File: src/rtl/combat_pkg.sv
// Shared constants, round FSM encoding and helpers for combat_resolver.
// Holds fighter animation state codes and default tuning parameters.
package combat_pkg;

    // Fighter animation codes, matching the fighter FSM enum ordering
    localparam logic [5:0] CROUCH       = 6'd20;
    localparam logic [5:0] CROUCHP      = 6'd22;
    localparam logic [5:0] CROUCHPUNISH = 6'd23;
    localparam logic [5:0] JUMP1        = 6'd25;
    localparam logic [5:0] JUMP2        = 6'd26;
    localparam logic [5:0] JUMP3        = 6'd27;
    localparam logic [5:0] JUMP4        = 6'd28;

    // Default tuning values
    localparam int HEALTH_MAX_DEF  = 100;
    localparam int DMG_STRIKE_DEF  = 8;
    localparam int DMG_BLOCKED_DEF = 2;
    localparam int REACH_DEF       = 60;
    localparam int METER_MAX_DEF   = 200;
    localparam int METER_HIT_DEF   = 20;
    localparam int KO_HOLD_DEF     = 120;

    typedef enum logic [1:0] {
        S_FIGHT = 2'd0,
        S_KO    = 2'd1,
        S_CLEAR = 2'd2
    } round_t;

    function automatic logic is_air(input logic [5:0] s);
        return (s >= JUMP1) && (s <= JUMP4);
    endfunction

    function automatic logic is_crouch(input logic [5:0] s);
        return (s == CROUCH) || (s == CROUCHP) || (s == CROUCHPUNISH);
    endfunction

endpackage

File: src/rtl/fighter_ledger.sv
// Per-fighter health and special meter store with saturating updates.
// Ports: Clk, Reset, apply (fight tick), restore (clear tick), clr (gen),
//        dmg, gain in; health, meter out.
module fighter_ledger
    import combat_pkg::*;
#(
    parameter int HEALTH_MAX = HEALTH_MAX_DEF,
    parameter int METER_MAX  = METER_MAX_DEF
) (
    input  logic       Clk,
    input  logic       Reset,
    input  logic       apply,
    input  logic       restore,
    input  logic       clr,
    input  logic [7:0] dmg,
    input  logic [9:0] gain,
    output logic [7:0] health,
    output logic [9:0] meter
);

    logic [7:0]  health_d;
    logic [10:0] sum;
    logic [9:0]  meter_d;

    always_comb begin
        health_d = (health > dmg) ? (health - dmg) : 8'd0;
        // One extra bit so the sum cannot wrap before clamping
        sum      = {1'b0, meter} + {1'b0, gain};
        meter_d  = (sum > 11'(METER_MAX)) ? 10'(METER_MAX) : sum[9:0];
        // Launching a special empties the meter even if a hit landed
        if (clr) begin
            meter_d = 10'd0;
        end
    end

    always_ff @(posedge Clk) begin
        if (Reset) begin
            health <= 8'(HEALTH_MAX);
            meter  <= 10'd0;
        end else if (restore) begin
            health <= 8'(HEALTH_MAX);
            meter  <= 10'd0;
        end else if (apply) begin
            health <= health_d;
            meter  <= meter_d;
        end
    end

endmodule

File: src/rtl/combat_resolver.sv
// Per-round combat bookkeeping: frame tick, strike resolution, round FSM.
// Ports: Clk, Reset, frame_clk, hit/gen/state/x per fighter in;
//        health, bs, isdead per fighter, round_over, winner out.
module combat_resolver
    import combat_pkg::*;
#(
    parameter int HEALTH_MAX  = HEALTH_MAX_DEF,
    parameter int DMG_STRIKE  = DMG_STRIKE_DEF,
    parameter int DMG_BLOCKED = DMG_BLOCKED_DEF,
    parameter int REACH       = REACH_DEF,
    parameter int METER_MAX   = METER_MAX_DEF,
    parameter int METER_HIT   = METER_HIT_DEF,
    parameter int KO_HOLD     = KO_HOLD_DEF
) (
    input  logic       Clk,
    input  logic       Reset,
    input  logic       frame_clk,
    input  logic       hit_a,
    input  logic       hit_b,
    input  logic       gen_a,
    input  logic       gen_b,
    input  logic [5:0] state_a,
    input  logic [5:0] state_b,
    input  logic [9:0] x_a,
    input  logic [9:0] x_b,
    output logic [7:0] health_a,
    output logic [7:0] health_b,
    output logic [9:0] bs_a,
    output logic [9:0] bs_b,
    output logic       isdead_a,
    output logic       isdead_b,
    output logic       round_over,
    output logic [1:0] winner
);

    localparam int KO_W = $clog2(KO_HOLD + 1);

    logic            fc_q;
    logic            tick;
    round_t          state_q, state_d;
    logic [KO_W-1:0] cnt_q, cnt_d;
    logic [1:0]      winner_q, winner_d;
    logic            dead_a_q, dead_a_d;
    logic            dead_b_q, dead_b_d;

    logic [10:0] dx;
    logic        in_reach;
    logic        conn_a, conn_b;
    logic [7:0]  dmg_to_a, dmg_to_b;
    logic [9:0]  gain_a, gain_b;
    logic        ko_a, ko_b;
    logic        fight, restore;

    // Tick is registered so it lands one cycle after the detected edge
    always_ff @(posedge Clk) begin
        if (Reset) begin
            fc_q <= 1'b0;
            tick <= 1'b0;
        end else begin
            fc_q <= frame_clk;
            tick <= frame_clk & ~fc_q;
        end
    end

    always_comb begin
        dx = (x_a >= x_b) ? ({1'b0, x_a} - {1'b0, x_b})
                          : ({1'b0, x_b} - {1'b0, x_a});
        in_reach = (dx <= 11'(REACH));
        conn_a   = hit_a & in_reach & ~is_air(state_b);
        conn_b   = hit_b & in_reach & ~is_air(state_a);
        dmg_to_b = 8'd0;
        dmg_to_a = 8'd0;
        if (conn_a) begin
            dmg_to_b = is_crouch(state_b) ? 8'(DMG_BLOCKED) : 8'(DMG_STRIKE);
        end
        if (conn_b) begin
            dmg_to_a = is_crouch(state_a) ? 8'(DMG_BLOCKED) : 8'(DMG_STRIKE);
        end
        gain_a = (conn_a ? 10'(METER_HIT) : 10'd0)
               + (conn_b ? 10'(METER_HIT / 2) : 10'd0);
        gain_b = (conn_b ? 10'(METER_HIT) : 10'd0)
               + (conn_a ? 10'(METER_HIT / 2) : 10'd0);
        // Pre-tick health decides the KO, mirroring the ledger saturation
        ko_a    = conn_b & (health_a <= dmg_to_a);
        ko_b    = conn_a & (health_b <= dmg_to_b);
        fight   = tick & (state_q == S_FIGHT);
        restore = tick & (state_q == S_CLEAR);
    end

    fighter_ledger #(
        .HEALTH_MAX (HEALTH_MAX),
        .METER_MAX  (METER_MAX)
    ) u_ledger_a (
        .Clk     (Clk),
        .Reset   (Reset),
        .apply   (fight),
        .restore (restore),
        .clr     (gen_a),
        .dmg     (dmg_to_a),
        .gain    (gain_a),
        .health  (health_a),
        .meter   (bs_a)
    );

    fighter_ledger #(
        .HEALTH_MAX (HEALTH_MAX),
        .METER_MAX  (METER_MAX)
    ) u_ledger_b (
        .Clk     (Clk),
        .Reset   (Reset),
        .apply   (fight),
        .restore (restore),
        .clr     (gen_b),
        .dmg     (dmg_to_b),
        .gain    (gain_b),
        .health  (health_b),
        .meter   (bs_b)
    );

    always_comb begin
        state_d  = state_q;
        cnt_d    = cnt_q;
        winner_d = winner_q;
        dead_a_d = dead_a_q;
        dead_b_d = dead_b_q;
        unique case (state_q)
            S_FIGHT: begin
                if (tick && (ko_a || ko_b)) begin
                    state_d  = S_KO;
                    cnt_d    = '0;
                    dead_a_d = ko_a;
                    dead_b_d = ko_b;
                    // B down -> 01 (A won), A down -> 10, both -> 11
                    winner_d = {ko_a, ko_b};
                end
            end
            S_KO: begin
                if (tick) begin
                    if (cnt_q == KO_W'(KO_HOLD - 1)) begin
                        state_d = S_CLEAR;
                        cnt_d   = '0;
                    end else begin
                        cnt_d = cnt_q + 1'b1;
                    end
                end
            end
            S_CLEAR: begin
                if (tick) begin
                    state_d  = S_FIGHT;
                    dead_a_d = 1'b0;
                    dead_b_d = 1'b0;
                    winner_d = 2'b00;
                end
            end
            default: begin
                state_d = S_FIGHT;
            end
        endcase
    end

    always_ff @(posedge Clk) begin
        if (Reset) begin
            state_q  <= S_FIGHT;
            cnt_q    <= '0;
            winner_q <= 2'b00;
            dead_a_q <= 1'b0;
            dead_b_q <= 1'b0;
        end else begin
            state_q  <= state_d;
            cnt_q    <= cnt_d;
            winner_q <= winner_d;
            dead_a_q <= dead_a_d;
            dead_b_q <= dead_b_d;
        end
    end

    assign isdead_a   = dead_a_q;
    assign isdead_b   = dead_b_q;
    assign winner     = winner_q;
    assign round_over = (state_q == S_KO);

endmodule

File: config.mk
export PLATFORM = sky130hd
export DESIGN_NAME = combat_resolver
export DESIGN_NICKNAME = d
export VERILOG_FILES = /design/src/rtl/combat_pkg.sv /design/src/rtl/fighter_ledger.sv /design/src/rtl/combat_resolver.sv
export SDC_FILE = /design/constraint.sdc
export NUM_CORES = 1
export LEC_CHECK = 0
export CAP_MARGIN = 20
export CORE_MARGIN = 5
export CORE_UTILIZATION = 41
export CTS_BUF_LIST = sky130_fd_sc_hd__clkbuf_16
export DETAILED_ROUTE_END_ITERATION = 6
export HOLD_SLACK_MARGIN = 0.02
export PLACE_DENSITY = 0.63
export SLEW_MARGIN = 40
export SYNTH_ARGS = -nofsm -noshare
export SYNTH_HDL_FRONTEND = slang
export SYNTH_SLANG_ARGS = --single-unit
export TNS_END_PERCENT = 10
File: constraint.sdc
create_clock -name Clk -period 7.7 [get_ports Clk]
set_input_delay 1.54 -clock Clk [delete_from_list [all_inputs] [get_ports Clk]]
set_output_delay 1.54 -clock Clk [all_outputs]
set_load 0.02 [all_outputs]
# ---- Word level (Yosys, flattened, before mapping)
# Index checks and enable logic that the tools add are counted.
dict set report totals {
  output_inout_bits 41
  inputBits 39
  word_cells 103
  register_bits 51
}
dict set report op_classes {
  add_sub_neg 9
  order_cmp 12
  n_mux 31
  n_reduce_logical 15
  bitwise 12
  eq_ne 13
}
# op n
set ops {}
lappend ops {{10-bit 2-to-1 mux} 4}
lappend ops {{6-bit by 5-bit == test with 1-bit output (second input constant)} 6}
lappend ops {{4-bit 2-to-1 mux} 6}
lappend ops {{10-bit by 6-bit adder with 11-bit output} 2}
lappend ops {{11-bit by 8-bit > comparator with 1-bit output (second input constant)} 2}
lappend ops {{10-bit by 10-bit subtractor with 11-bit output} 2}
lappend ops {{7-bit 2-to-1 mux} 3}
lappend ops {{8-bit by 4-bit > comparator with 1-bit output} 2}
lappend ops {{8-bit <= comparator} 2}
lappend ops {{8-bit 2-to-1 mux} 2}
lappend ops {{8-bit by 4-bit subtractor with 8-bit output} 2}
lappend ops {{7-bit one-hot mux with 2 select lines} 1}
lappend ops {{5-bit by 4-bit adder with 6-bit output} 2}
lappend ops {{6-bit by 5-bit >= comparator with 1-bit output (second input constant)} 2}
lappend ops {{6-bit by 5-bit <= comparator with 1-bit output (second input constant)} 2}
lappend ops {{11-bit by 6-bit <= comparator with 1-bit output (second input constant)} 1}
lappend ops {{11-bit 2-to-1 mux} 1}
lappend ops {{10-bit >= comparator} 1}
lappend ops {{2-bit 2-to-1 mux} 5}
lappend ops {{5-bit 2-to-1 mux} 2}
lappend ops {{1-bit AND} 9}
lappend ops {{7-bit by 1-bit adder with 7-bit output (second input constant)} 1}
lappend ops {{7-bit == test (second input constant)} 1}
lappend ops {{2-bit by 1-bit != test with 1-bit output (second input constant)} 3}
lappend ops {{15 further kinds} 28}

# ---- Longest topological paths before layout
dict set report depth {
  word_depth 12
  mapped_depth 22
  ltp_nobuf 21
}

# ---- By module
# From an unflattened synthesis, not the netlist that was laid out.
dict set report hier_totals {
  cells_unflattened 613
  area_unflattened_um2 4969.8
}
# module seq_area_each_um2 instances cells_per_inst area_each_um2
set by_module_without_submodules {}
lappend by_module_without_submodules {combat_resolver 260.2 1 269 1960.6}
lappend by_module_without_submodules {{fighter_ledger (u_ledger_b)} 360.3 1 175 1511.4}
lappend by_module_without_submodules {{fighter_ledger (u_ledger_a)} 360.3 1 169 1497.7}

# ---- Least setup slack after synthesis
# OpenSTA, ideal clock, no wires.
dict set report synth_timing {
  path_type {input -> register}
  startpoint {input port x_a[2]}
  endpoint {register u_ledger_a.meter[5]}
  slack_ns 1.887
  arrival_time_ns 5.696
  setup_ns 0.116
  cell_stages 21
  n_path_buf 0
  required_time_ns 7.584
  cell_sequence {inv_1 > ha_1 > nor2_1 > a211o_1 > a21boi_1 > mux2_4 > nor4_1 > a21oi_1 > or3_1 > inv_1 > ha_1 > inv_1 > fa_1 > nor2b_1 > o21ai_0 > nor2b_1 > xnor2_1 > nor3_1 > o311ai_0 > a21oi_1 > a31o_2}
}
dict set report synth_via {
  elab_chain_len 11
  elab_cells_between_ends 16
  classes_between {add/sub: 4; order compare: 3; mux: 5; bitwise: 4}
}
# element line_no
set synth_lines {}
lappend synth_lines {{start: declaration} combat_resolver.sv:24} ;# input logic [9:0] x_a,
lappend synth_lines {{10-bit by 10-bit subtractor with 11-bit output (tied with other cells)} combat_resolver.sv:67} ;# : ({1'b0, x_b} - {1'b0, x_a});
lappend synth_lines {{11-bit 2-to-1 mux (*)} combat_resolver.sv:66} ;# dx = (x_a >= x_b) ? ({1'b0, x_a} - {1'b0, x_b})
lappend synth_lines {{11-bit by 6-bit <= comparator with 1-bit output (*)} combat_resolver.sv:68} ;# in_reach = (dx <= 11'(REACH));
lappend synth_lines {{1-bit AND (on tied branches) (2 in series)} {combat_resolver.sv:70, combat_resolver.sv:69}}
lappend synth_lines {{4-bit 2-to-1 mux / 5-bit 2-to-1 mux (equally long branches)} {combat_resolver.sv:80, combat_resolver.sv:79}}
lappend synth_lines {{5-bit by 4-bit adder with 6-bit output (*)} combat_resolver.sv:80} ;# + (conn_b ? 10'(METER_HIT / 2) : 10'd0);
lappend synth_lines {{10-bit by 6-bit adder with 11-bit output (*)} fighter_ledger.sv:28} ;# sum = {1'b0, meter} + {1'b0, gain};
lappend synth_lines {{11-bit by 8-bit > comparator with 1-bit output} fighter_ledger.sv:29} ;# meter_d = (sum > 11'(METER_MAX)) ? 10'(METER_MAX) : sum[9:0];
lappend synth_lines {{10-bit 2-to-1 mux (*)} fighter_ledger.sv:29}
lappend synth_lines {{10-bit 2-to-1 mux (*)} fighter_ledger.sv:31} ;# if (clr) begin
lappend synth_lines {{end signal: assignment} fighter_ledger.sv:45} ;# meter <= meter_d;
lappend synth_lines {{end: declaration} fighter_ledger.sv:18} ;# output logic [9:0] meter
# Every way passes the cells marked *; elsewhere a longest branch is shown, timed or not.
# A chain may end at the register's enable or synchronous reset.

# ---- Final worst setup path
dict set report layout_timing {
  startpoint {input port x_a[4]}
  endpoint {register state_q[0]}
}
dict set report layout_via {
  elab_chain_len 12
  elab_cells_between_ends 19
  classes_between {add/sub: 2; order compare: 4; eq/ne: 1; mux: 3; bitwise: 6; reduce/logical: 3}
}
# element line_no
set layout_lines {}
lappend layout_lines {{10-bit by 10-bit subtractor with 11-bit output (tied with other cells)} combat_resolver.sv:67}
lappend layout_lines {{11-bit 2-to-1 mux (*)} combat_resolver.sv:66}
lappend layout_lines {{11-bit by 6-bit <= comparator with 1-bit output (*)} combat_resolver.sv:68}
lappend layout_lines {{1-bit AND (on tied branches) (2 in series)} {combat_resolver.sv:70, combat_resolver.sv:69}}
lappend layout_lines {{4-bit 2-to-1 mux (on tied branches)} {combat_resolver.sv:76, combat_resolver.sv:73}}
lappend layout_lines {{8-bit <= comparator (on tied branches)} {combat_resolver.sv:84, combat_resolver.sv:85}}
lappend layout_lines {{1-bit AND (on tied branches)} {combat_resolver.sv:84, combat_resolver.sv:85}}
lappend layout_lines {{1-bit logical OR (*)} combat_resolver.sv:128} ;# if (tick && (ko_a || ko_b)) begin
lappend layout_lines {{1-bit logical AND (*)} combat_resolver.sv:128}
lappend layout_lines {{2-bit by 1-bit != test with 1-bit output (no source line) (*)} --}
lappend layout_lines {{4-bit AND reduction (no source line) (*)} --}
lappend layout_lines {{end signal: assignment} combat_resolver.sv:169} ;# state_q <= state_d;
lappend layout_lines {{end: declaration} combat_resolver.sv:40} ;# round_t state_q, state_d;
# Marks and branches as above.

==> out/results.ini <==
[timing]
rsz0062_at_grt = no
drv_slew = 0
setup_viol_count_final = 0
period_needed_ps = 6750
max_slew_margin = 0.462
fmax_ghz = 0.148
finalHoldViolations = 0
fin_skew_ps = 7.36
worst_pin_slew_ps = 807
period_share = 0.877
setup_tns_ps = 0

[pwr]
powerDensity_nw_per_um2 = 123
leakagePower_uw = 0.00197
vdd_ir_drop_max_mv = 0.0959

[worst_setup_path]
r2r_end = u_ledger_b.meter[1]
start_kind = primary input
crit_type = in2reg
crit_path_end_kind = flip-flop
rrSetupSlack_ps = 4860
rr_worst_depth = 9
r2r-start = u_ledger_b.meter[1]
crit_required_ps = 7890
path_max_fanout = 8
crit_start = x_a[4]
worstPathArrival_ps = 6940

[route]
viasPerCell = 5.36
drt_iter0_drc = 146
first_pass_iters = 6
ant_nets = 0
vias = 3798
route.detailed.drc = 0
drt-total-wl_mm = 9.56
wl_per_cell_um = 13.5

[final_layout]
design_area_um2 = 4820
post-route-util = 0.522
area_growth_pct = 23.8
nFillCells = 906
drive_gt1_frac = 0.0501
nets = 654
diodes = 0

[clocking]
htree_levels = 2
cts_buffers = 5
tritoncts = yes
cts_setup_buffers = 0
path_clk_slew_ps = 70
hold_buffers = 0
clock_sinks = 45
cts_buffer_depth = 2
post_cts_resized = 0
clk_latency_ps = 290
clockRootBuffer = clkbuf_16

[logic_synthesis]
synth_top_cells_by_count = nor2_1, dfxtp_1, nand2_1
syn-cell-area_um2 = 3890
synth_compound_area_frac = 0.220
muxShareOfSynthArea = 0.0119
syn_inst = 515
synth_seq_cells = 45
ys_seq_area_frac = 0.231
synth_xor_area_frac = 0.0630
yosys.area.top_type = dfxtp_1
ys_warn_count = 0
yosys.area_share.simple = 0.272
synthArstFlopShare = 0
synth-main-ff-cell = dfxtp_1
netlist.area_leader.share = 0.231
synthAdderAreaFrac = 0.123
ys_top_cells_by_area = dfxtp_1, ha_1, nor2_1
synth.most_common_cell = nor2_1
syn_area_per_cell_um2 = 7.56
synth_cell_types = 69
synth_edf_count = 0
synth_top_family_by_area = simple AND/OR/NAND/NOR gates

[floorplanning]
initial_core_util = 0.421
die_x_um = 107
dieHeight_um = 107
pin_count = 80
num_rows = 35
core_um2 = 9240
die_area_um2 = 11500

[global_route]
grt_overflow = 0
grt_pass1_vias = 3514
antenna_found_initial = 0
grtUsageTotal = 0.168
grt_start_max_net_pins = 34
grt_first_pass_wirelength_mm = 16.3

[hold_path]
hold_end = tick
hold_start = fc_q
hold_class = reg2reg
whs_path_depth = 1

[place]
place_congestion = 0.899
io_buffer_count = 75
place_area_um2 = 4670
place_hpwl_mm = 7.59

[status]
status = finished clean

[job]
cap_violations = 0

==> worst max-delay path: stages <==
cell and delay [ps]:
clkdlybuf4s50_1 480, inv_1 50, ha_1 440, nand2_2 120
a211o_1 300, a21boi_1 190, mux2_4 320, nor4_1 360
a21oi_1 120, or3_1 510, nand2b_1 200, ha_1 330
nand2_1 90, a21oi_1 50, o21ai_0 450, o22ai_1 160
and2_1 190, a32oi_1 630, nor2_1 190, o21a_1 230
==> power breakdown <==
group	internal (uW)	leakage (uW)	switching (uW)	total [uW]
sequential	235	0.000364	2.37	237
clock	122	0.0000704	97.4	219
combinational	61.2	0.00154	75.4	137
==> final cells by class <==
class                           instances  area, um2  share of cell area
Sequential cell                        45        901               0.187
Clock inverter                          3       25.0             0.00519
Inverter                               37        139              0.0288
Tap cell                              129        161              0.0335
Timing Repair Buffer                   77        766               0.159
Clock buffer                            5        125              0.0259
Multi-Input combinational cell        412       2710               0.561
==> state kept, by name (all words and copies together), names as in the netlist <==
| signal | cells |
|---|---|
| cnt_q | 7 |
| u_ledger_b.health | 7 |
| winner | 2 |
| fc_q | 1 |
| u_ledger_b.meter | 9 |
| state_q | 2 |
| u_ledger_a.health | 7 |
| u_ledger_a.meter | 9 |
| tick | 1 |
==> worst max-delay path by stage <==
stage | end | slack [ps] | cells after the start
floorplan | u_ledger_a.meter[5] | 1890 | 21
finish | state_q[0] | 950 | 20
detailed placement | state_q[0] | 630 | 20
global placement | state_q[0] | 710 | 20
CTS | state_q[0] | 940 | 20
global route | state_q[0] | 560 | 20
==> cells by family (layout without fill, tap and decap cells) <==
group | after synthesis | in the layout
muxes | 4 | 4
other | 1 | 4
DFF | 45 | 45
AOI/OAI and AO/OA | 130 | 130
and+or+nand+nor | 209 | 209
xor gates and xnor gates | 28 | 28
adders and majority gates | 37 | 37
buffers and inverters | 61 | 122
==> per-stage QoR <==
step                      worst slack (ps)  hold slack (ps)  power, uW  cells
after floorplan                       1890              367        340    518
after global placement                 706              372        377    700
after detailed placement               634              372        379    700
after CTS                              943              383        599    708
after global routing                   555              398        622    708
final                                  947              381        594    708
==> cell usage in the layout, fill, tap and decap left out, types with 4 or more instances in the layout <==
master / instances
a21boi_0: 4
o31a_1: 4
a211oi_1: 9
inv_1: 37
a22oi_1: 4
nand3_1: 20
and3_1: 7
nor3b_1: 4
a211o_1: 5
nor3_1: 14
o21a_1: 7
o22ai_1: 4
nor2b_1: 19
nand2_1: 44
a21o_1: 7
nor4_1: 7
clkdlybuf4s50_1: 75
dfxtp_1: 45
ha_1: 35
or3_1: 4
clkbuf_16: 5
a21oi_1: 37
nand2b_1: 17
a31oi_1: 5
o21ai_0: 24
xnor2_1: 14
xor2_1: 14
nor2_1: 49
conb_1: 4
==> metal layers <==
layer / GRT usage / up-vias / part of all wire
li1: - / 1920 / -
met4: 0.0469 / 0 / 0.015
met2: 0.285 / 102 / 0.47
met3: 0.0240 / 13 / 0.047
met1: 0.221 / 1763 / 0.47
met5: 0 / - / 0
Power figures use the tool's default switching activity.
